[config.mk]
export PLATFORM = sky130hd
export DESIGN_NAME = neg_arbiter_flat
export DESIGN_NICKNAME = d
export VERILOG_FILES = /design/src/rtl/neg_arbiter_if.sv /design/src/rtl/neg_arbiter.sv /design/src/flat_wrapper.sv
export SDC_FILE = /design/constraint.sdc
export NUM_CORES = 1
export LEC_CHECK = 0
export ABC_CLOCK_PERIOD_IN_PS = 2300
export CAP_MARGIN = 30
export CORE_MARGIN = 2
export CORE_UTILIZATION = 45
export CTS_CLUSTER_SIZE = 20
export DETAILED_ROUTE_END_ITERATION = 6
export HOLD_SLACK_MARGIN = 0.03
export PLACE_DENSITY = 0.76
export SYNTH_ARGS = -nofsm -noshare
export SYNTH_HDL_FRONTEND = slang
export SYNTH_SLANG_ARGS = --single-unit
export TNS_END_PERCENT = 5
[constraint.sdc]
create_clock -name clk -period 2.3 [get_ports clk]
set_input_delay 0.46 -clock clk [delete_from_list [all_inputs] [get_ports clk]]
set_output_delay 0.46 -clock clk [all_outputs]
set_load 0.1 [all_outputs]
[src/rtl/neg_arbiter_if.sv]
// neg_arbiter_if: requester-side bus for the shared 4-bit negator controller
interface neg_arbiter_if;
  logic [1:0] req;
  logic [3:0] a0;
  logic [3:0] a1;
  logic [1:0] mode;
  logic [1:0] gnt;
  logic [3:0] y;
  logic       done;
  logic       ovf;
  modport master (output req, a0, a1, mode, input gnt, y, done, ovf);
  modport slave  (input req, a0, a1, mode, output gnt, y, done, ovf);
endinterface

[src/rtl/neg_arbiter.sv]
// neg_arbiter: round-robin sharing of one 4-bit negator between two requesters
module neg_arbiter (
  input  logic          clk,
  input  logic          rst,
  neg_arbiter_if.slave  bus
);
  typedef enum logic [1:0] {IDLE, INV, INC, DONE} state_t;
  state_t     state_q, state_d;
  logic       ptr_q, ptr_d;
  logic       md_q, md_d;
  logic [3:0] opr_q, opr_d;
  logic [3:0] y_q, y_d;
  logic [1:0] gnt_q, gnt_d;
  logic       ovf_q, ovf_d;
  logic       win;
  // on a tie the requester not served last wins; otherwise the sole requester
  assign win = (bus.req == 2'b11) ? ~ptr_q : bus.req[1];
  always_comb begin
    state_d = state_q;
    ptr_d   = ptr_q;
    md_d    = md_q;
    opr_d   = opr_q;
    y_d     = y_q;
    gnt_d   = gnt_q;
    ovf_d   = ovf_q;
    case (state_q)
      IDLE: begin
        gnt_d = 2'b00;
        if (bus.req != 2'b00) begin
          opr_d   = win ? bus.a1 : bus.a0;
          md_d    = bus.mode[win];
          gnt_d   = win ? 2'b10 : 2'b01;
          ovf_d   = 1'b0;
          state_d = INV;
        end
      end
      INV: begin
        y_d     = ~opr_q;
        state_d = md_q ? INC : DONE;
      end
      INC: begin
        y_d     = y_q + 4'd1;
        ovf_d   = (opr_q == 4'b1000);
        state_d = DONE;
      end
      DONE: begin
        ptr_d   = gnt_q[1];
        gnt_d   = 2'b00;
        state_d = IDLE;
      end
    endcase
  end
  always_ff @(posedge clk) begin
    if (rst) begin
      state_q <= IDLE;
      ptr_q   <= 1'b1;
      md_q    <= 1'b0;
      opr_q   <= 4'b0000;
      y_q     <= 4'b0000;
      gnt_q   <= 2'b00;
      ovf_q   <= 1'b0;
    end else begin
      state_q <= state_d;
      ptr_q   <= ptr_d;
      md_q    <= md_d;
      opr_q   <= opr_d;
      y_q     <= y_d;
      gnt_q   <= gnt_d;
      ovf_q   <= ovf_d;
    end
  end
  assign bus.gnt  = gnt_q;
  assign bus.y    = y_q;
  assign bus.done = (state_q == DONE);
  assign bus.ovf  = ovf_q;
endmodule

[src/flat_wrapper.sv]
// flat-port wrapper written by rule: the top's interface ports become plain ports
module neg_arbiter_flat 
  (clk, rst, bus_req, bus_a0, bus_a1, bus_mode, bus_gnt, bus_y, bus_done, bus_ovf);
  neg_arbiter_if bus_i ();
  input  logic clk;
  input  logic rst;
  input wire logic [$bits(bus_i.req)-1:0] bus_req;
  input wire logic [$bits(bus_i.a0)-1:0] bus_a0;
  input wire logic [$bits(bus_i.a1)-1:0] bus_a1;
  input wire logic [$bits(bus_i.mode)-1:0] bus_mode;
  output wire logic [$bits(bus_i.gnt)-1:0] bus_gnt;
  output wire logic [$bits(bus_i.y)-1:0] bus_y;
  output wire logic [$bits(bus_i.done)-1:0] bus_done;
  output wire logic [$bits(bus_i.ovf)-1:0] bus_ovf;
  assign bus_i.req = bus_req;
  assign bus_i.a0 = bus_a0;
  assign bus_i.a1 = bus_a1;
  assign bus_i.mode = bus_mode;
  assign bus_gnt = bus_i.gnt;
  assign bus_y = bus_i.y;
  assign bus_done = bus_i.done;
  assign bus_ovf = bus_i.ovf;
  neg_arbiter u_core (.clk(clk), .rst(rst), .bus(bus_i));
endmodule
Yosys cells after proc, flatten, opt, wreduce, memory -nomap -nowiden:

Cells that the tools add are included.

* register bits after elaboration: 15
* bits of input ports: 14
* output and inout port bits: 8
* logic and storage cells: 37

* add/subtract/negate cells: 1
* $lt $le $gt $ge: 1
* eq/ne operators: 6
* mux-type cells: 13
* bitwise logic cells: 2
* reduce and logical (&&, ||, !) cells: 7

Operators by type and width (count)
* 2-bit one-hot mux with 4 select lines: 1
* 4-bit one-hot mux with 2 select lines: 1
* 2-bit nonzero test: 4
* 2-bit == test (second input constant): 3
* 2-bit 2-to-1 mux: 3
* 1-bit 2-to-1 mux: 5
* 4-bit by 1-bit adder with 4-bit output (second input constant): 1
* 4-bit == test (second input constant): 1
* 4-bit 2-to-1 mux: 1
* 4-bit inverter: 1
* 2-bit one-hot mux with 2 select lines: 1
* 2-bit AND reduction: 2
* 2-bit by 1-bit == test with 1-bit output (second input constant): 1
* 2-bit logical NOT: 1
* 1-bit by 2-bit < comparator with 1-bit output (second input constant): 1
* 2-bit by 1-bit inequality test with 1-bit output (second input constant): 1
* 1-bit one-hot mux with 2 select lines: 1
* 1-bit inverter: 1

Depth between registers and ports, before layout:

* depth in word-level cells: 5
* depth in mapped cells: 6

Worst setup path before layout:

Ideal clock, no wire load.

* kind: register to register
* start point: reg u_core.state_q[1]
* end point: reg u_core.gnt_q[0] (netlist: u_core.bus.gnt[0])
* setup time: 128 ps
* data arrival time: 1583 ps
* required time: 2172 ps
* setup slack: 590 ps
* stages on the path, launching flop included: 5
* clock period less this slack: 1710 ps
* cell sequence: dfxtp_1 ha_1 nor2_1 a32oi_1 nor2_1

* word-level cells in the longest chain between the ends: 2
* elaborated cells on any way between the ends: 4
* those cells by class: eq/ne (1); mux (1); reduce/logical (2)

RTL lines
* start, declared: line neg_arbiter.sv:8 `state_t state_q, state_d;`
* start signal, assigned: line neg_arbiter.sv:63 `state_q <= state_d;`
* 2-bit == test (*)
* net bus_done: line flat_wrapper.sv:13 `output wire logic [$bits(bus_i.done)-1:0] bus_done;`
* 2-bit one-hot mux with 2 select lines / 2-bit nonzero test (equally long branches)
* end signal, assigned: line neg_arbiter.sv:68 `gnt_q <= gnt_d;`
* end, declared: line neg_arbiter.sv:13 `logic [1:0] gnt_q, gnt_d;`

Mark *: on every way through the listed nets, which the timed path passes. The rest lies on a longest branch.
A chain may end at the register's enable or synchronous reset.

Worst setup path in the final report:

* start point: reg u_core.state_q[1]
* end point: out bus_done

* word-level cells in the longest chain between the ends: 1

RTL lines
* 2-bit == test: line neg_arbiter.sv:74 `assign bus.done = (state_q == DONE);`
* end, declared: line flat_wrapper.sv:13

No other way between the ends.

==> metrics.txt <==
status completed; hold path endpoint u_core.bus.ovf$_SDFFE_PP0P_; start of the worst register-to-register path u_core.state_q[1]$_SDFFE_PP0P_; max frequency 583 MHz; CTS max path bufs 2; Hold Path Cell Cnt 2; PostCTS Resize Cnt 0; min Tclk post-route 1.72 ns; WL per Instance 11.9 um; Detail Route Antenna Nets 0; 1st-iter DRT viols 8; global route total overflow 0; clk slew on worst S/H paths 0.10 ns; Final Power 1.47 mW; Ys Warns 0; DIE HEIGHT 45.8 um; syn nets 106; H-tree lvl count 1; Die Wd 45.8 um; clk_skew 0.00780 ns; Logic pwr share 0.600; CTS Hold Bufs 0; CTS tree done; Post-CTS Setup Bufs 0; DRC viols 0; initial antenna violation count 0; MaxCap Viol Count 0; clock sink count 15; Sequential Power Share 0.296; Slew HR 0.626; FFs w/ async S/R, synth 0; 1st-pass router iterations 4; worst reg2reg endpoint u_core.bus.y[3]$_SDFFE_PP0P_; Clk Tree Root Cell clkbuf_4; CTS buffer count 3; worst hold-check path type reg -> reg; pwr dens 1460 nW/um^2; Place WS 0.500 ns; Slew Limit Fails 0; switch share 0.519; total internal power 710 uW; RSZ-0062 raised after global routing no; ANT cells 0; register area share after synthesis 0.382; # rows 15; largest net degree at the start of global routing 16; final worst-path setup slack 0.585 ns; Clock Power Share 0.104; Core Box Area 1690 sq um; Synth Register Bits 15; area of the die 2100 sq um; Synth cell types 28; Critical Path, Cell by Cell ha_1, buf_4; I/O pin count 22; gpl congestion 0.734; Worst setup EP type output port; worst-path maximum fanout 5; synthesized cell area 787 sq um; syn avg cell area 9.15 sq um; worst reg-to-reg path cell count 5; PortBufs 21; synth-to-layout area growth 28.1%; fraction of layout cells with a size suffix above 1 0.121; slowest stage delay, CP 0.41 ns; Final period util 0.746; WL final 1470 um; Vias 682; most common cell after layout, fill and taps aside dfxtp_1; peak supply drop 0.699 mV; slew at the pin closest to its max-slew limit 0.560 ns; Setup TNS 0 ns; Global Route Usage Sum 0.166; EDFF count, synth 0; Vias per Instance 5.50; Hold Startpoint u_core.bus.ovf$_SDFFE_PP0P_; hpwl dp 1110 um; Setup violations, final 0; first-pass GRT wire length 2500 um; leakage 0.413 nW; final hold vios 0; CP max-delay cell dfxtp_1; most frequent cells in the layout dfxtp_1 (15), nor2_1 (13), clkdlybuf4s50_1 (13); vias in the first global route 597; Layout Nets 128; Mapped Cells 86; Startpoint Class flip-flop; worst-skew pair later-pin latency 0.29 ns; switching power 764 uW; main flop type after synthesis dfxtp_1; Initial Utilization 0.466; critical path type reg -> out; WP data arrival 1.26 ns; r2r setup slk 0.79 ns; Critical Path RT 1.84 ns
power groups by stage:
stage	logic [mW]	registers, mW	clock network (mW)
2_1_floorplan	0.470	0.688	0
3_3_place_gp	0.880	0.439	0
3_5_place_dp	0.885	0.444	0
4_1_cts	0.889	0.438	0.159
5_1_grt	0.968	0.453	0.172
6_report	0.884	0.436	0.154
flip-flops by register name, summed over array words and instances (netlist names):
register	cells
u_core.bus.y	4
u_core.opr_q	4
u_core.bus.gnt	2
u_core.state_q	2
u_core.bus.ovf	1
u_core.md_q	1
u_core.ptr_q	1
through the flow:
| step | hold slack (ns) | cell area, sq um | util | instances |
|---|---|---|---|---|
| floorplan | 0.462 | 787 | - | 86 |
| global placement | 0.469 | 981 | 0.581 | 120 |
| detailed placement | 0.485 | 981 | 0.581 | 120 |
| CTS | 0.500 | 1010 | 0.597 | 124 |
| global route | 0.526 | 1010 | 0.597 | 124 |
| finish | 0.490 | 1010 | 0.597 | 124 |
worst max path at each step:
stage,start,end,slack [ns]
floorplan,u_core.state_q[1]$_SDFFE_PP0P_,u_core.bus.gnt[0]$_SDFFE_PP0P_,0.59
global placement,bus_req[0],u_core.state_q[0]$_SDFFE_PP0P_,0.53
detailed placement,bus_req[0],u_core.state_q[0]$_SDFFE_PP0P_,0.50
CTS,u_core.state_q[1]$_SDFFE_PP0P_,bus_done,0.56
global route,u_core.state_q[1]$_SDFFE_PP0P_,bus_done,0.50
finish,u_core.state_q[1]$_SDFFE_PP0P_,bus_done,0.58
worst max-delay path, delay by kind of cell (launching register included):
family / cells / cell delay [ns]
adders and majority gates: 1 / 0.25
buffers and inverters: 1 / 0.31
DFF: 1 / 0.41
synthesized netlist by cell type (all sizes together) (4+ instances only):
cell type,n,area [sq um]
a211oi,7,52.6
ha,6,75.1
nor2,13,48.8
a21oi,5,25.0
inv,4,15.0
dfxtp,15,300
o21ai,4,20.0
mux2i,7,70.1
layer usage:
layer | GRT usage | up-vias | wire length (um)
met3 | 0.0238 | 2 | 44
li1 | - | 356 | -
met4 | 0.103 | 0 | 25
met2 | 0.254 | 13 | 664
met5 | 0 | - | 0
met1 | 0.218 | 311 | 739
final cells by class:
class | instances | area [sq um]
Tap cell | 17 | 21.3
Clock buffer | 3 | 22.5
Clock inverter | 1 | 5.00
Timing Repair Buffer | 21 | 190
Fill cell | 179 | 681
Sequential cell | 15 | 300
Multi-Input combinational cell | 63 | 454
Inverter | 4 | 15.0
cell families (layout without fill, tap and decap cells):
| group | count (synthesis) | count (layout) | synth area share |
|---|---|---|---|
| and+or+nand+nor | 27 | 27 | 0.184 |
| AOI/OAI and AO/OA | 23 | 23 | 0.208 |
| DFF | 15 | 15 | 0.382 |
| buffers and inverters | 8 | 29 | 0.0413 |
| muxes | 7 | 7 | 0.0890 |
| adders and majority gates | 6 | 6 | 0.0954 |
No activity file was read; power rests on OpenSTA's default activity.
